### src/rtl/async_fifo_pkg.sv
// Shared types and helpers for the dual-clock FIFO pointer logic.
// Latency: none; this package holds only constants and pure functions.
// Backpressure: not applicable.
package async_fifo_pkg;

  localparam int DEFAULT_ASIZE = 4;

  // Widest pointer the helpers handle; callers size-cast the result down.
  localparam int PTR_MAX_W = 32;

  // Binary to reflected Gray. Works for any width up to PTR_MAX_W because
  // the unused upper bits stay zero.
  function automatic logic [PTR_MAX_W-1:0] bin2gray(input logic [PTR_MAX_W-1:0] b);
    return (b >> 1) ^ b;
  endfunction

  // Gray to binary via a running XOR from the MSB down.
  function automatic logic [PTR_MAX_W-1:0] gray2bin(input logic [PTR_MAX_W-1:0] g);
    logic [PTR_MAX_W-1:0] b;
    b = g;
    for (int i = PTR_MAX_W - 2; i >= 0; i--) begin
      b[i] = b[i+1] ^ g[i];
    end
    return b;
  endfunction

  // Write Gray pointer value that means "full" for a given read Gray pointer
  // of width w: the top two bits inverted, the rest equal.
  function automatic logic [PTR_MAX_W-1:0] full_pattern(input logic [PTR_MAX_W-1:0] rg,
                                                        input int unsigned w);
    return rg ^ (PTR_MAX_W'(3) << (w - 2));
  endfunction

endpackage

### src/rtl/async_fifo_wptr_full_if.sv
// Write-side status bus between the FIFO write logic and its user.
// Latency: wires only.
// Backpressure: wfull from the slave gates winc acceptance.
interface async_fifo_wptr_full_if #(parameter int ASIZE = 4);

  logic             winc;
  logic [ASIZE:0]   wq2_rptr;
  logic             ovf_clr;
  logic [ASIZE-1:0] waddr;
  logic [ASIZE:0]   wptr;
  logic             wfull;
  logic             walmost_full;
  logic [ASIZE:0]   wcount;
  logic             wovf;

  // Requester side: issues writes, supplies the synchronized read pointer.
  modport master (
    output winc, wq2_rptr, ovf_clr,
    input  waddr, wptr, wfull, walmost_full, wcount, wovf
  );

  // Pointer/status generator side.
  modport slave (
    input  winc, wq2_rptr, ovf_clr,
    output waddr, wptr, wfull, walmost_full, wcount, wovf
  );

endinterface

### src/rtl/async_fifo_gray2bin.sv
// Combinational Gray-to-binary converter, shared by both FIFO domains.
// Latency: zero cycles (pure XOR prefix).
// Backpressure: none.
module async_fifo_gray2bin
  import async_fifo_pkg::*;
#(
  parameter int W = DEFAULT_ASIZE + 1
) (
  input  logic [W-1:0] gray,
  output logic [W-1:0] bin
);

  // Each binary bit is the XOR of all Gray bits at or above it.
  for (genvar i = 0; i < W; i++) begin : g_bit
    assign bin[i] = ^gray[W-1:i];
  end

endmodule

### src/rtl/async_fifo_wptr_full.sv
// Write-domain pointer, full, almost-full, fill count and overflow generator.
// Latency: all outputs registered; a write shows on wptr/wcount one edge later.
// Backpressure: winc is ignored while wfull=1 and raises the sticky wovf flag.
module async_fifo_wptr_full
  import async_fifo_pkg::*;
#(
  parameter int ASIZE    = DEFAULT_ASIZE,
  parameter int AF_LEVEL = 12
) (
  input  logic                  clk,
  input  logic                  rst,
  async_fifo_wptr_full_if.slave bus
);

  localparam int PW = ASIZE + 1;

  logic [PW-1:0] wbin;
  logic [PW-1:0] wbinnext;
  logic [PW-1:0] wgraynext;
  logic [PW-1:0] rbin_s;
  logic [PW-1:0] wlevel_next;
  logic [PW-1:0] full_pat;
  logic [PW-1:0] wptr_q;
  logic [PW-1:0] wcount_q;
  logic          wen;
  logic          wfull_q;
  logic          walmost_full_q;
  logic          wovf_q;

  // Synchronized read pointer back to binary for the level arithmetic.
  async_fifo_gray2bin #(.W(PW)) u_rptr_g2b (
    .gray (bus.wq2_rptr),
    .bin  (rbin_s)
  );

  // Next-pointer, next-level and full-compare values for this cycle.
  always_comb begin
    wen         = bus.winc & ~wfull_q;
    wbinnext    = wbin + PW'(wen);
    wgraynext   = PW'(bin2gray(PTR_MAX_W'(wbinnext)));
    wlevel_next = wbinnext - rbin_s;
    full_pat    = PW'(full_pattern(PTR_MAX_W'(bus.wq2_rptr), PW));
  end

  // Binary and Gray write pointers advance together; Gray crosses domains.
  always_ff @(posedge clk or posedge rst) begin
    if (rst) begin
      wbin   <= '0;
      wptr_q <= '0;
    end else begin
      wbin   <= wbinnext;
      wptr_q <= wgraynext;
    end
  end

  // Status uses the post-write pointer so full lands on the filling edge.
  always_ff @(posedge clk or posedge rst) begin
    if (rst) begin
      wfull_q        <= 1'b0;
      wcount_q       <= '0;
      walmost_full_q <= 1'b0;
    end else begin
      wfull_q        <= (wgraynext == full_pat);
      wcount_q       <= wlevel_next;
      walmost_full_q <= (wlevel_next >= PW'(AF_LEVEL));
    end
  end

  // Sticky overflow; a new dropped write beats a simultaneous clear.
  always_ff @(posedge clk or posedge rst) begin
    if (rst) begin
      wovf_q <= 1'b0;
    end else if (bus.winc & wfull_q) begin
      wovf_q <= 1'b1;
    end else if (bus.ovf_clr) begin
      wovf_q <= 1'b0;
    end
  end

  assign bus.waddr        = wbin[ASIZE-1:0];
  assign bus.wptr         = wptr_q;
  assign bus.wfull        = wfull_q;
  assign bus.walmost_full = walmost_full_q;
  assign bus.wcount       = wcount_q;
  assign bus.wovf         = wovf_q;

endmodule
### src/flat_wrapper.sv
// flat-port wrapper written by rule: the top's interface ports become plain ports
module async_fifo_wptr_full_flat import async_fifo_pkg::*;
#(
  parameter int ASIZE    = DEFAULT_ASIZE,
  parameter int AF_LEVEL = 12
)
  (clk, rst, bus_winc, bus_wq2_rptr, bus_ovf_clr, bus_waddr, bus_wptr, bus_wfull, bus_walmost_full, bus_wcount, bus_wovf);
  async_fifo_wptr_full_if #(.ASIZE(ASIZE)) bus_i ();
  input  logic clk;
  input  logic rst;
  input wire logic [$bits(bus_i.winc)-1:0] bus_winc;
  input wire logic [$bits(bus_i.wq2_rptr)-1:0] bus_wq2_rptr;
  input wire logic [$bits(bus_i.ovf_clr)-1:0] bus_ovf_clr;
  output wire logic [$bits(bus_i.waddr)-1:0] bus_waddr;
  output wire logic [$bits(bus_i.wptr)-1:0] bus_wptr;
  output wire logic [$bits(bus_i.wfull)-1:0] bus_wfull;
  output wire logic [$bits(bus_i.walmost_full)-1:0] bus_walmost_full;
  output wire logic [$bits(bus_i.wcount)-1:0] bus_wcount;
  output wire logic [$bits(bus_i.wovf)-1:0] bus_wovf;
  assign bus_i.winc = bus_winc;
  assign bus_i.wq2_rptr = bus_wq2_rptr;
  assign bus_i.ovf_clr = bus_ovf_clr;
  assign bus_waddr = bus_i.waddr;
  assign bus_wptr = bus_i.wptr;
  assign bus_wfull = bus_i.wfull;
  assign bus_walmost_full = bus_i.walmost_full;
  assign bus_wcount = bus_i.wcount;
  assign bus_wovf = bus_i.wovf;
  async_fifo_wptr_full #(.ASIZE(ASIZE), .AF_LEVEL(AF_LEVEL)) u_core (.clk(clk), .rst(rst), .bus(bus_i));
endmodule
### config.mk
export PLATFORM = sky130hd
export DESIGN_NAME = async_fifo_wptr_full_flat
export DESIGN_NICKNAME = d
export VERILOG_FILES = /design/src/rtl/async_fifo_pkg.sv /design/src/rtl/async_fifo_wptr_full_if.sv /design/src/rtl/async_fifo_gray2bin.sv /design/src/rtl/async_fifo_wptr_full.sv /design/src/flat_wrapper.sv
export SDC_FILE = /design/constraint.sdc
export NUM_CORES = 1
export LEC_CHECK = 0
export BUFFER_PORTS_ARGS = -buffer_cell sky130_fd_sc_hd__buf_2
export CAP_MARGIN = 10
export CORE_MARGIN = 3
export CORE_UTILIZATION = 34
export CTS_BUF_LIST = sky130_fd_sc_hd__clkbuf_4
export CTS_CLUSTER_SIZE = 10
export DETAILED_ROUTE_END_ITERATION = 16
export GPL_TIMING_DRIVEN = 0
export SYNTH_ARGS = -nofsm -noshare
export SYNTH_HDL_FRONTEND = slang
export SYNTH_SLANG_ARGS = --single-unit
### constraint.sdc
create_clock -name clk -period 5.6 [get_ports clk]
set_clock_uncertainty 0.1 [all_clocks]
set_input_delay 1.12 -clock clk [delete_from_list [all_inputs] [get_ports clk]]
set_output_delay 1.12 -clock clk [all_outputs]
set_load 0.05 [all_outputs]
[After elaboration in Yosys (flattened, before gate mapping)]
Index checks and enable logic that the tools add are counted.
Storage, ports and cells
  register bits: 18
Cells by class
  add/sub/neg operators: 2
  $lt $le $gt $ge: 1
  eq/ne operators: 1
  multiplexer cells: 2
  bitwise gates (word level): 5
  reductions and logical operators: 5
Operators by type and width (count)
  5-bit by 1-bit adder with 5-bit output: 1
  5-bit == test: 1
  5-bit by 4-bit >= comparator with 1-bit output (second input constant): 1
  5-bit parity: 1
  5-bit subtractor: 1
  4-bit by 5-bit bitwise XOR with 5-bit output: 1
  4-bit parity: 1
  3-bit parity: 1
  1-bit AND: 2
  1-bit two-way mux: 2
  2-bit NOT: 1
  2-bit nonzero test: 1
  2-bit parity: 1
  1-bit NOT: 1

[Longest topological paths before layout]
  depth in word-level cells: 5
  mapped depth: 10
  depth with buffers taken out: 10

[Modules after synthesis]
From an unflattened synthesis, not the netlist that was laid out.
Second synthesis, totals
  cell total of the unflattened synthesis: 82
  area total of the unflattened synthesis: 968.4 um2
Modules (own cells, without submodules)
  async_fifo_wptr_full: instances 1, cells an instance 76, area each 895.9 um2, seq. area each 425.4 um2
  async_fifo_gray2bin: instances 1, cells an instance 6, area each 72.6 um2, seq. area each 0.0 um2

[Worst setup path before layout]
Ideal clock, no wire load.
  kind: in2reg
  from: input bus_wq2_rptr[2]
  to: register u_core.walmost_full_q, in the netlist u_core.bus.walmost_full
  arrival time: 3458 ps
  path slack: 1916 ps
  cell stages on the path: 10
  buffers on the path: 0
  cell sequence: xnor3_2 -> xor2_1 -> xnor2_1 -> ha_1 -> inv_1 -> fa_1 -> maj3_2 -> a21oi_2 -> xnor2_1 -> a311o_1
On the way
  word-level cells in the longest chain between the ends: 3
  elaborated cells between the ends (all ways): 5
  those cells by class: 1 x add/sub; 1 x order compare; 3 x reduce/logical
RTL lines
  from (decl): line flat_wrapper.sv:12  | input wire logic [$bits(bus_i.wq2_rptr)-1:0] bus_wq2_rptr;
  5-bit parity (tied with other cells): line async_fifo_gray2bin.sv:15  | assign bin[i] = ^gray[W-1:i];
  5-bit subtractor (*): line async_fifo_wptr_full.sv:41  | wlevel_next = wbinnext - rbin_s;
  net u_core.wlevel_next[4]: line async_fifo_wptr_full.sv:21  | logic [PW-1:0] wlevel_next;
  5-bit by 4-bit >= comparator with 1-bit output (*): line async_fifo_wptr_full.sv:65  | walmost_full_q <= (wlevel_next >= PW'(AF_LEVEL));
  to (signal assigned): line async_fifo_wptr_full.sv:65
  to (decl): line async_fifo_wptr_full.sv:27  | logic walmost_full_q;
The timed path passes the listed nets; every way through them passes the cells marked *.
A chain may end at the register's enable or synchronous reset.

[Final worst setup path]
Same ends and word-level chain as after synthesis.

==> impl_metrics.json <==
{
  "final_layout_size_suffix_gt1_frac": 0.350,
  "finalHoldViolCount": 0,
  "reg2reg_slack_ns": 2.77,
  "drc": 0,
  "final_common_cell": "buf_2",
  "totalWireLength_um": 1620,
  "via_count": 599,
  "clockRootBuffer": "clkbuf_4",
  "antenna_found_initial": 0,
  "synthFlopType": "dfrtp_1",
  "grt_pass1_wl_um": 2530,
  "path_cells": "buf_2 > xnor3_2 > xor2_1 > xnor2_1 > ha_1 > inv_1 > fa_1 > maj3_2 > a21oi_2 > xnor2_1 > a311o_1",
  "clk_pin_slew_ns": 0.10,
  "r2r_start": "u_core.bus.wfull$_DFF_PP0_",
  "crit_path_start_kind": "input pin",
  "maxCapViolCount": 0,
  "tightest_slew_ns": 0.643,
  "dp_hpwl_um": 1240,
  "hold_depth": 2,
  "async_flop_share": 1.00,
  "clock_path_buffers": 2,
  "report.final.slew_viol_count": 0,
  "ys_ff_latch": 17,
  "crit_path_top_delay_cell": "xnor3_2",
  "ctsHtreeMaxLevel": 1,
  "n_antenna_cell": 0,
  "numCtsBuffers": 3,
  "grt_usage": 0.105,
  "grt.overflow.total": 0,
  "hold_buffers": 0,
  "worst_hold_path_type": "reg -> reg",
  "crit_top_cell": "xnor2_1",
  "cpPeakStageDelay_ns": 0.48,
  "port-buffer-count": 25,
  "grt_max_degree": 18,
  "first_iter_violations": 12,
  "outcome": "finished clean",
  "post_cts_buffers": 0,
  "cp-end-kind": "register",
  "synth-edff-count": 0,
  "netlist_area_um2": 886,
  "max_slew_margin": 0.571,
  "grt_pass1_vias": 572,
  "netlist_instances": 71,
  "core_mm2": 0.00234,
  "antenna_left": 0,
  "synth_top_area_cell": "dfrtp_1",
  "avgViaCountPerCell": 4.68,
  "rsz0062_at_grt": "no",
  "fin_crit_ns": 3.69,
  "mostFrequentLayoutCells": "buf_2, dfrtp_1, xor2_1",
  "syn-num-nets": 85,
  "cp_max_fo": 6,
  "clock_latency_ns": 0.28,
  "dieWidth_um": 57.0,
  "cts_sinks": 17,
  "r2r_end": "u_core.bus.walmost_full$_DFF_PP0_",
  "io_pins": 26,
  "netlist.area_leader.share": 0.480,
  "cp_top_family": "XOR/XNOR gates",
  "wire_per_inst_um": 12.6,
  "dr.pass1.iters": 4,
  "worstPathArrival_ns": 3.77,
  "path_buf_inv": 2,
  "synth_cell_type_count": 25,
  "min_from": "u_core.bus.wovf$_DFFE_PP0P_",
  "initial_core_util": 0.379,
  "worstPathRequired_ns": 5.68,
  "crit_type": "in -> reg",
  "dieArea_mm2": 0.00325,
  "area_growth_pct": 21.5,
  "final.setup.tns_ns": 0,
  "max_freq_mhz": 271,
  "tritoncts": "done",
  "cts_resized": 0,
  "hold_end": "u_core.bus.wovf$_DFFE_PP0P_",
  "place_congestion": 0.725,
  "yosysWarnings": 0,
  "ys_seq_area_frac": 0.480,
  "synth.area.top_cells": "dfrtp_1, xor2_1, xnor2_1, ha_1, xor2_4",
  "setup_viol": 0,
  "fillerInstances": 235,
  "synth.avg_cell_area_um2": 12.5,
  "dieHeight_um": 57.0,
  "nets": 115,
  "r2r_cells": 8,
  "period_share": 0.660,
  "rows": 17
}
==> stage by stage <==
stage                     cells  hold WS, ns  cell area (um^2)  setup WS, ns  utilization
final                       128        0.434              1080          1.91        0.460
after global routing        128        0.481              1080          1.81        0.460
after CTS                   128        0.439              1080          1.89        0.460
after detailed placement    124        0.422              1050          1.59        0.447
after global placement      124        0.399              1050          1.66        0.447
after floorplan              71        0.648               886          1.92            -
==> state kept, by name (all words and copies together), names as in the netlist <==
register	count
u_core.bus.wovf	1
u_core.bus.wfull	1
u_core.bus.wcount	5
u_core.bus.wptr	4
u_core.bus.walmost_full	1
u_core.wbin	5
==> per-layer routing <==
layer	track usage	part of all wire	vias up
met5	0	0	-
met1	0.126	0.43	287
met2	0.166	0.48	18
met4	0.0596	0.0074	0
li1	-	-	292
met3	0.0339	0.077	2
==> cells in the mapped netlist, types with 2 or more instances <==
cell type,instances
dfrtp_1,17
ha_1,4
inv_1,6
nand2_1,2
nand3_1,3
o21ai_0,2
or3_1,2
xnor2_1,8
xor2_1,11
==> logic make-up after synthesis <==
| family | Yosys count | synth area share |
|---|---|---|
| xor gates and xnor gates | 22 | 0.264 |
| adders and majority gates | 6 | 0.0918 |
| buffers and inverters | 6 | 0.0254 |
| DFF | 17 | 0.480 |
| and+or+nand+nor | 13 | 0.0848 |
| AOI/OAI and AO/OA | 7 | 0.0537 |
==> layout make-up <==
cell class / count / area [um^2] / share of cell area
Multi-Input combinational cell: 48 / 438 / 0.407
Timing Repair Buffer: 25 / 125 / 0.116
Sequential cell: 17 / 425 / 0.395
Tap cell: 28 / 35.0 / 0.0326
Clock buffer: 4 / 30.0 / 0.0279
Inverter: 6 / 22.5 / 0.0209
==> worst register-to-register path: stages, from the launching register on <==
cell and delay (ns):
dfrtp_1 0.42, nor2b_1 0.27, and2_1 0.17, ha_1 0.33
fa_1 0.54, maj3_2 0.35, a21oi_2 0.15, xnor2_1 0.10
a311o_1 0.28
==> how the worst max path moves through the flow <==
| stage | to | from | depth (start not counted) |
|---|---|---|---|
| floorplan | u_core.bus.walmost_full$_DFF_PP0_ | bus_wq2_rptr[2] | 10 |
| global placement | u_core.bus.walmost_full$_DFF_PP0_ | bus_wq2_rptr[2] | 11 |
| detailed placement | u_core.bus.walmost_full$_DFF_PP0_ | bus_wq2_rptr[2] | 11 |
| CTS | u_core.bus.walmost_full$_DFF_PP0_ | bus_wq2_rptr[2] | 11 |
| global route | u_core.bus.walmost_full$_DFF_PP0_ | bus_wq2_rptr[2] | 11 |
| finish | u_core.bus.walmost_full$_DFF_PP0_ | bus_wq2_rptr[2] | 11 |
Power is left out: the tool's default activity adds up to more than one toggle a clock period on the data nets, which glitch-free logic cannot reach.
